### config.mk
export PLATFORM = sky130hd
export DESIGN_NAME = cordic_seq
export DESIGN_NICKNAME = d
export VERILOG_FILES = /design/src/rtl/cordic_seq.sv
export SDC_FILE = /design/constraint.sdc
export NUM_CORES = 1
export LEC_CHECK = 0
export CORE_UTILIZATION = 50
export CTS_BUF_LIST = sky130_fd_sc_hd__clkbuf_8
export CTS_CLUSTER_DIAMETER = 40
export DETAILED_ROUTE_END_ITERATION = 6
export PLACE_DENSITY = 0.76
export SKIP_LAST_GASP = 1
export SLEW_MARGIN = 20
export SYNTH_ARGS = -nofsm -noshare
export SYNTH_HDL_FRONTEND = slang
export SYNTH_SLANG_ARGS = --single-unit
### constraint.sdc
create_clock -name clk -period 5.2 [get_ports clk]
set_input_delay 0.78 -clock clk [delete_from_list [all_inputs] [get_ports clk]]
set_output_delay 0.78 -clock clk [all_outputs]
set_load 0.1 [all_outputs]
### src/rtl/cordic_seq.sv
// -----------------------------------------------------------------------------
// cordic_seq -- sequential 8-bit CORDIC rotator (rotation mode).
//
// Rotates the signed vector (x_in, y_in) by the signed angle z_in, where
// 256 LSB is one full turn. The FSM runs IDLE -> PRE -> ITER (7 cycles) ->
// DONE -> IDLE. PRE folds angles beyond +/-90 deg into range, and ITER runs
// seven micro-rotations. All arithmetic is 8-bit two's complement that wraps
// modulo 256. There is no CORDIC gain compensation, so magnitudes grow by
// about 1.647.
//
// Ports
//   clk            : clock; all state changes happen on its rising edge
//   rst            : synchronous, active-high reset
//   start          : request a rotation; sampled only in IDLE
//   x_in, y_in     : signed input vector components
//   z_in           : signed rotation angle (64 = 90 deg)
//   busy           : high in PRE and ITER
//   done           : one-cycle pulse in DONE
//   x_out, y_out   : signed rotated vector, registered, held until next DONE
//   z_out          : signed residual angle, registered, held until next DONE
// -----------------------------------------------------------------------------
module cordic_seq (
  input  logic              clk,
  input  logic              rst,
  input  logic              start,
  input  logic signed [7:0] x_in,
  input  logic signed [7:0] y_in,
  input  logic signed [7:0] z_in,
  output logic              busy,
  output logic              done,
  output logic signed [7:0] x_out,
  output logic signed [7:0] y_out,
  output logic signed [7:0] z_out
);

  typedef enum logic [1:0] {
    IDLE = 2'd0,
    PRE  = 2'd1,
    ITER = 2'd2,
    DONE = 2'd3
  } state_e;

  state_e            state_q;
  logic [2:0]        i_q;
  logic signed [7:0] x_q, y_q, z_q;
  logic signed [7:0] x_out_q, y_out_q, z_out_q;
  logic              busy_q, done_q;

  // Next values of the working registers for the PRE and ITER cycles.
  logic signed [7:0] x_pre_d, y_pre_d, z_pre_d;
  logic signed [7:0] x_it_d, y_it_d, z_it_d;
  logic signed [7:0] x_sh, y_sh, atan_val;
  logic              d_pos;

  // Arctangent table, in units of 1/256 turn.
  always_comb begin
    atan_val = 8'sd0;
    case (i_q)
      3'd0:    atan_val = 8'sd32;
      3'd1:    atan_val = 8'sd19;
      3'd2:    atan_val = 8'sd10;
      3'd3:    atan_val = 8'sd5;
      3'd4:    atan_val = 8'sd3;
      3'd5:    atan_val = 8'sd1;
      3'd6:    atan_val = 8'sd1;
      default: atan_val = 8'sd0;
    endcase
  end

  // NOTE: every signal written in this combinational block gets a default
  // first, so no path through it can leave a value held and infer a latch.
  always_comb begin
    // Quadrant correction. Negation is invert-plus-one in 8 bits, so
    // -(-128) wraps back to -128.
    x_pre_d = x_q;
    y_pre_d = y_q;
    z_pre_d = z_q;
    if (z_q >= 8'sd64) begin
      x_pre_d = ~y_q + 8'sd1;
      y_pre_d = x_q;
      z_pre_d = z_q - 8'sd64;
    end else if (z_q < -8'sd64) begin
      x_pre_d = y_q;
      y_pre_d = ~x_q + 8'sd1;
      z_pre_d = z_q + 8'sd64;
    end

    // One micro-rotation. The shifts are arithmetic because the operands are
    // signed. Both shifts read the values from before this update.
    d_pos = ~z_q[7];
    x_sh  = x_q >>> i_q;
    y_sh  = y_q >>> i_q;
    if (d_pos) begin
      x_it_d = x_q - y_sh;
      y_it_d = y_q + x_sh;
      z_it_d = z_q - atan_val;
    end else begin
      x_it_d = x_q + y_sh;
      y_it_d = y_q - x_sh;
      z_it_d = z_q + atan_val;
    end
  end

  // NOTE: sequential state uses non-blocking assignments only. All registers
  // in the block then update together from their pre-edge values.
  always_ff @(posedge clk) begin
    if (rst) begin
      state_q <= IDLE;
      i_q     <= 3'd0;
      x_q     <= 8'sd0;
      y_q     <= 8'sd0;
      z_q     <= 8'sd0;
      x_out_q <= 8'sd0;
      y_out_q <= 8'sd0;
      z_out_q <= 8'sd0;
      busy_q  <= 1'b0;
      done_q  <= 1'b0;
    end else begin
      case (state_q)
        IDLE: begin
          done_q <= 1'b0;
          if (start) begin
            x_q     <= x_in;
            y_q     <= y_in;
            z_q     <= z_in;
            busy_q  <= 1'b1;
            state_q <= PRE;
          end
        end
        PRE: begin
          x_q     <= x_pre_d;
          y_q     <= y_pre_d;
          z_q     <= z_pre_d;
          i_q     <= 3'd0;
          state_q <= ITER;
        end
        ITER: begin
          x_q <= x_it_d;
          y_q <= y_it_d;
          z_q <= z_it_d;
          if (i_q == 3'd6) begin
            // The last step goes straight to the output registers, so the
            // results are valid in the same cycle that done is high.
            i_q     <= 3'd0;
            x_out_q <= x_it_d;
            y_out_q <= y_it_d;
            z_out_q <= z_it_d;
            busy_q  <= 1'b0;
            done_q  <= 1'b1;
            state_q <= DONE;
          end else begin
            i_q <= i_q + 3'd1;
          end
        end
        DONE: begin
          done_q  <= 1'b0;
          state_q <= IDLE;
        end
        default: begin
          state_q <= IDLE;
        end
      endcase
    end
  end

  assign busy  = busy_q;
  assign done  = done_q;
  assign x_out = x_out_q;
  assign y_out = y_out_q;
  assign z_out = z_out_q;

endmodule

* Yosys cells after proc, flatten, opt, wreduce, memory -nomap -nowiden
Cells that the tools add are included.
** Storage, ports and cells
- Bits in registers :: 55
- Input port bits :: 27
- Word-level logic and storage cells :: 78
** Cells by class
- $add $sub $neg :: 11
- Order comparisons :: 2
- Equality and inequality tests :: 12
- Shift operators :: 2
- Muxes and demuxes :: 26
- Bitwise gates (word level) :: 2
- Reductions and logical operators :: 13
** Operator list (number)
- 2-to-1 mux 8 bit :: 12
- one-hot mux 8 bit (3 select lines) :: 3
- one-hot mux 6 bit (6 select lines) :: 1
- adder 8 bit :: 3
- subtractor 8 bit :: 3
- adder 8 x 2 -> 8 bit, second input constant :: 2
- NOT 8 bit :: 2
- >>> shifter 8 x 3 -> 8 bit :: 2
- == test 3 bit, second input constant :: 3
- adder 8 bit, second input constant :: 1
- greater-or-equal comparator 8 bit, second input constant :: 1
- < comparator 8 x 7 -> 1 bit, second input constant :: 1
- one-hot mux 2 bit (4 select lines) :: 1
- subtractor 8 bit, second input constant :: 1
- == test 3 x 2 -> 1 bit, second input constant :: 2
- one-hot mux 3 bit (2 select lines) :: 1
- AND reduction 2 bit :: 3
- AND reduction 3 bit :: 2
- nonzero test 2 bit :: 3
- == test 2 bit, second input constant :: 2
- 2-to-1 mux 2 bit :: 2
- != test 2 bit, second input constant :: 2
- one-hot mux 1 bit (2 select lines) :: 2
- OR reduction 2 bit :: 2
- 9 further kinds :: 11

* Longest topological paths before layout
- Depth after elaboration :: 6
- Depth in mapped cells :: 19
- Mapped depth without buffers :: 16

* Least setup slack after synthesis
OpenSTA, ideal clock, no wires.
- Path kind :: flip-flop to flip-flop
- Start point :: register i_q[1]
- End point :: register x_q[7]
- Setup time :: 0.070 ns
- Arrival time :: 4.207 ns
- Required time :: 5.130 ns
- Slack :: 0.923 ns
- Cell stages (with the launch flop) :: 18
- Clock period less this slack :: 4.277 ns
- Cells stage by stage :: dfxtp_1 > buf_12 > clkbuf_1 > clkbuf_1 > buf_1 > mux2i_1 > a211oi_1 > a21oi_1 > ha_1 > nor2_1 > a21oi_1 > ha_1 > a21o_1 > a21oi_1 > o21ai_0 > o41ai_1 > xnor3_1 > o2bb2ai_1
** Between the ends
- Cells in the longest elaborated chain, start to end :: 4
** Ends and longest elaborated chain
- from (decl) :: line 44 : logic [2:0] i_q;
- from (signal assigned) :: line 152 : i_q <= i_q + 3'd1;
- >>> shifter 8 x 3 -> 8 bit (*) :: line 92 : y_sh = y_q >>> i_q;
- subtractor 8 bit or adder 8 bit (tied branches) :: line 94, 98
- 2-to-1 mux 8 bit (*) :: line 93 : if (d_pos) begin
- one-hot mux 8 bit (3 select lines) (*) :: line 119 : case (state_q)
- to (signal assigned) :: line 123 : x_q <= x_in;
- to (signal assigned) :: line 131 : x_q <= x_pre_d;
- to (signal assigned) :: line 138 : x_q <= x_it_d;
- to (decl) :: line 45 : logic signed [7:0] x_q, y_q, z_q;
Mark *: on every way between the ends. The rest lies on a longest branch, timed or not.
A chain may end at the register's enable or synchronous reset.

* Worst setup path in the final report
- Start point :: register i_q[0]
- End point :: register x_q[7]
Same word-level chain as after synthesis.

==> results.md <==
* Number of placement rows at 35
* Outcome: finished clean
* Maximum vdd drop at roughly 0.00038 V
* Top post-synthesis cells by area: dfxtp_1 (22%), ha_1 (8.9%), a21oi_1 (6.0%), nor2_1 (5.4%), nand2_1 (5.0%)
* DR vias/cell at 6.11
* Crit path capture type: register
* Buffers on Ports at 52
* Initial antenna violation count at 0
* Syn nets at between 700 and 800
* Seq/Total Area, Yosys at approximately 22%
* Vias in the first global route at around 4600
* Nets@finish at about 720
* Count of final setup violators at 0
* Worst hold-check slack at 0.458 ns
* Share of layout cells above drive strength 1 at 5.34%
* Via count at 4794
* Ys flop type: dfxtp_1
* GP Congestion at 0.985
* Initial Utilization at between 50% and 60%
* Count leader, synth: nor2_1
* Share of the synthesized area in the top cell type at 22.4%
* WL per Instance at 17.8 um
* CP Max Fanout at 22
* Final Worst Setup Slack at 0.718 ns
* Setup tns final at 0 ns
* Post-synth EDFFs at 0
* Die area at just over 10000 um^2
* Post-synthesis register bit count at 55
* Root Driver: clkbuf_8
* Die Wd at ~100 um
* Top post-synthesis cells by count: nor2_1 (70), nand2_1 (66), a21oi_1 (59)
* Minimum clock period at ~4.5 ns
* DP HPWL at a little over 10 mm
* Placement Setup Slack at 0.811 ns
* CTS tree: built
* Final ANT Viol Nets at 0
* CP required at ~5.5 ns
* CTS sink cnt at 55
* Core box area at approximately 9400 um^2
* Clk_lat worst skew at 0.32 ns
* DRC at 0
* Max_slew headroom at roughly a third
* Leakage at between 2 and 2.5 nW
* Post-CTS setup buffers at 0
* RSZ-0062 raised after global routing: false
* Post-CTS sizing at 0
* Die height at between 100 and 150 um
* Clk slew on worst S/H paths at 0.10 ns
* Largest net degree at the start of global routing at 61
* Synth-to-layout area growth at 11.2%
* ANT cells at 0
* Syn_area_per_cell at 7.65 um^2
* Post-synthesis cell count at roughly 640
* Worst Path Arrival at ~4.8 ns
* Total gr overflow at 0
* Worst clock skew at around 0.013 ns
* Hold Fails Final Rpt at 0
* Max Slew Vio Count at 0
* CTS Buf Count at 5
* Setup CP Type: register to register
* Register area at about 1100 um^2
* Startpoint types: register
* Ports at between 50 and 60
* CTS H-Tree Depth at 2
* Synth async-reset ratio at 0%
* HP Class: register to register
* GR Util All Layers at ~29%
* Router iterations before antenna repair at 5
* 1st-iter DRT viols at between 400 and 500
* CTS Buffer Depth at 2
* Fill cells at just under 900
* Final Routed Wirelength at about 14 mm
* Multi-input gate area at 3390 um^2
* Number of library cell types mapped by synthesis at 73
* PwrDens at approximately 590 nW/um^2
* Synth warn at 0
* Worst slew pin tran at 0.980 ns
* Count of hold-fix buffers inserted at cts at 0
* Crit share post-route at between 80% and 90%
* Total of max-cap violations at 0
* Peak Freq at 223 MHz
* Mapped cell area at 4910 um^2
* First-pass GRT wire length at around 23 mm
* Biggest area consumer among synthesized cells: dfxtp_1
metal layers:
metal	vias up	GRT usage, %	part of all wire (%)
met5	-	0	0
met2	227	43.2	44
met3	32	4.44	8.3
li1	2299	-	-
met1	2236	40.9	46
met4	0	10.0	2.1
layout by cell type, fill, tap and decap left out, drive strengths merged, types with 19 or more instances in the layout:
cell type,n
o21ai,30
ha,35
xnor2,25
nand2,66
inv,30
a21oi,60
dfxtp,55
nor3,23
mux2i,19
nor2,71
clkdlybuf4s50,51
final cells by class:
cell class	instances	area share [%]
clock buffer	5	1.26
clock inverter	2	0.619
inverter	29	2.13
multi-input combinational	504	62.2
sequential	55	20.2
tap	129	2.96
timing repair buffer	61	10.7
cell families after synthesis:
kind of cell	after synthesis	synth area share (%)
adders and majority gates	38	10.1
muxes	27	6.96
buffers and inverters	83	8.46
xor gates and xnor gates	42	7.77
DFF	55	22.4
and+or+nand+nor	230	22.2
AOI/OAI and AO/OA	167	22.0
per-stage QoR:
step / total power [mW] / instances / instance area (um^2) / util [%]
after floorplan: 2.40 / 642 / 4910 / -
after global placement: 2.83 / 778 / 5360 / 57.1
after detailed placement: 2.88 / 778 / 5360 / 57.1
after CTS: 3.17 / 785 / 5460 / 58.2
after global routing: 3.49 / 785 / 5460 / 58.2
final: 3.24 / 785 / 5460 / 58.2
worst max-delay path, cell delays in order (launching register included):
cell       delay, ns
dfxtp_1         0.83
buf_4           0.35
nor2b_1         0.09
a211oi_1        0.22
a21oi_1         0.10
ha_1            0.32
nor2_1          0.04
a21oi_1         0.25
ha_1            0.28
a21o_1          0.17
a21oi_1         0.23
o21ai_0         0.19
o41ai_1         0.78
xnor3_1         0.45
o2bb2ai_1       0.13
final timing paths:
check / startpoint / endpoint / slack [ns] / cells after the start
setup / recovery: i_q[0]$_SDFFE_PP0N_ / x_q[7]$_SDFFE_PP0P_ / 0.72 / 14
hold / removal: x_out[2]$_SDFFE_PP0P_ / x_out[2]$_SDFFE_PP0P_ / 0.46 / 2
setup reg to reg: i_q[0]$_SDFFE_PP0N_ / x_q[7]$_SDFFE_PP0P_ / 0.72 / 14
hold reg to reg: x_out[2]$_SDFFE_PP0P_ / x_out[2]$_SDFFE_PP0P_ / 0.46 / 2
power breakdown:
part / switching [mW] / leakage, nW / internal (mW)
Sequential: 0.166 / 0.449 / 0.494
Clock: 0.145 / 0.0554 / 0.140
Combinational: 1.37 / 1.59 / 0.927
Total: 1.68 / 2.09 / 1.56
flip-flops by register name, indices dropped and copies added, names as in the netlist, 2 cells and up:
name and flops:
z_q 8, x_out 8, i_q 3, y_q 8, state_q 2, y_out 8, z_out 8, x_q 8
No activity file was read; power rests on OpenSTA's default activity.
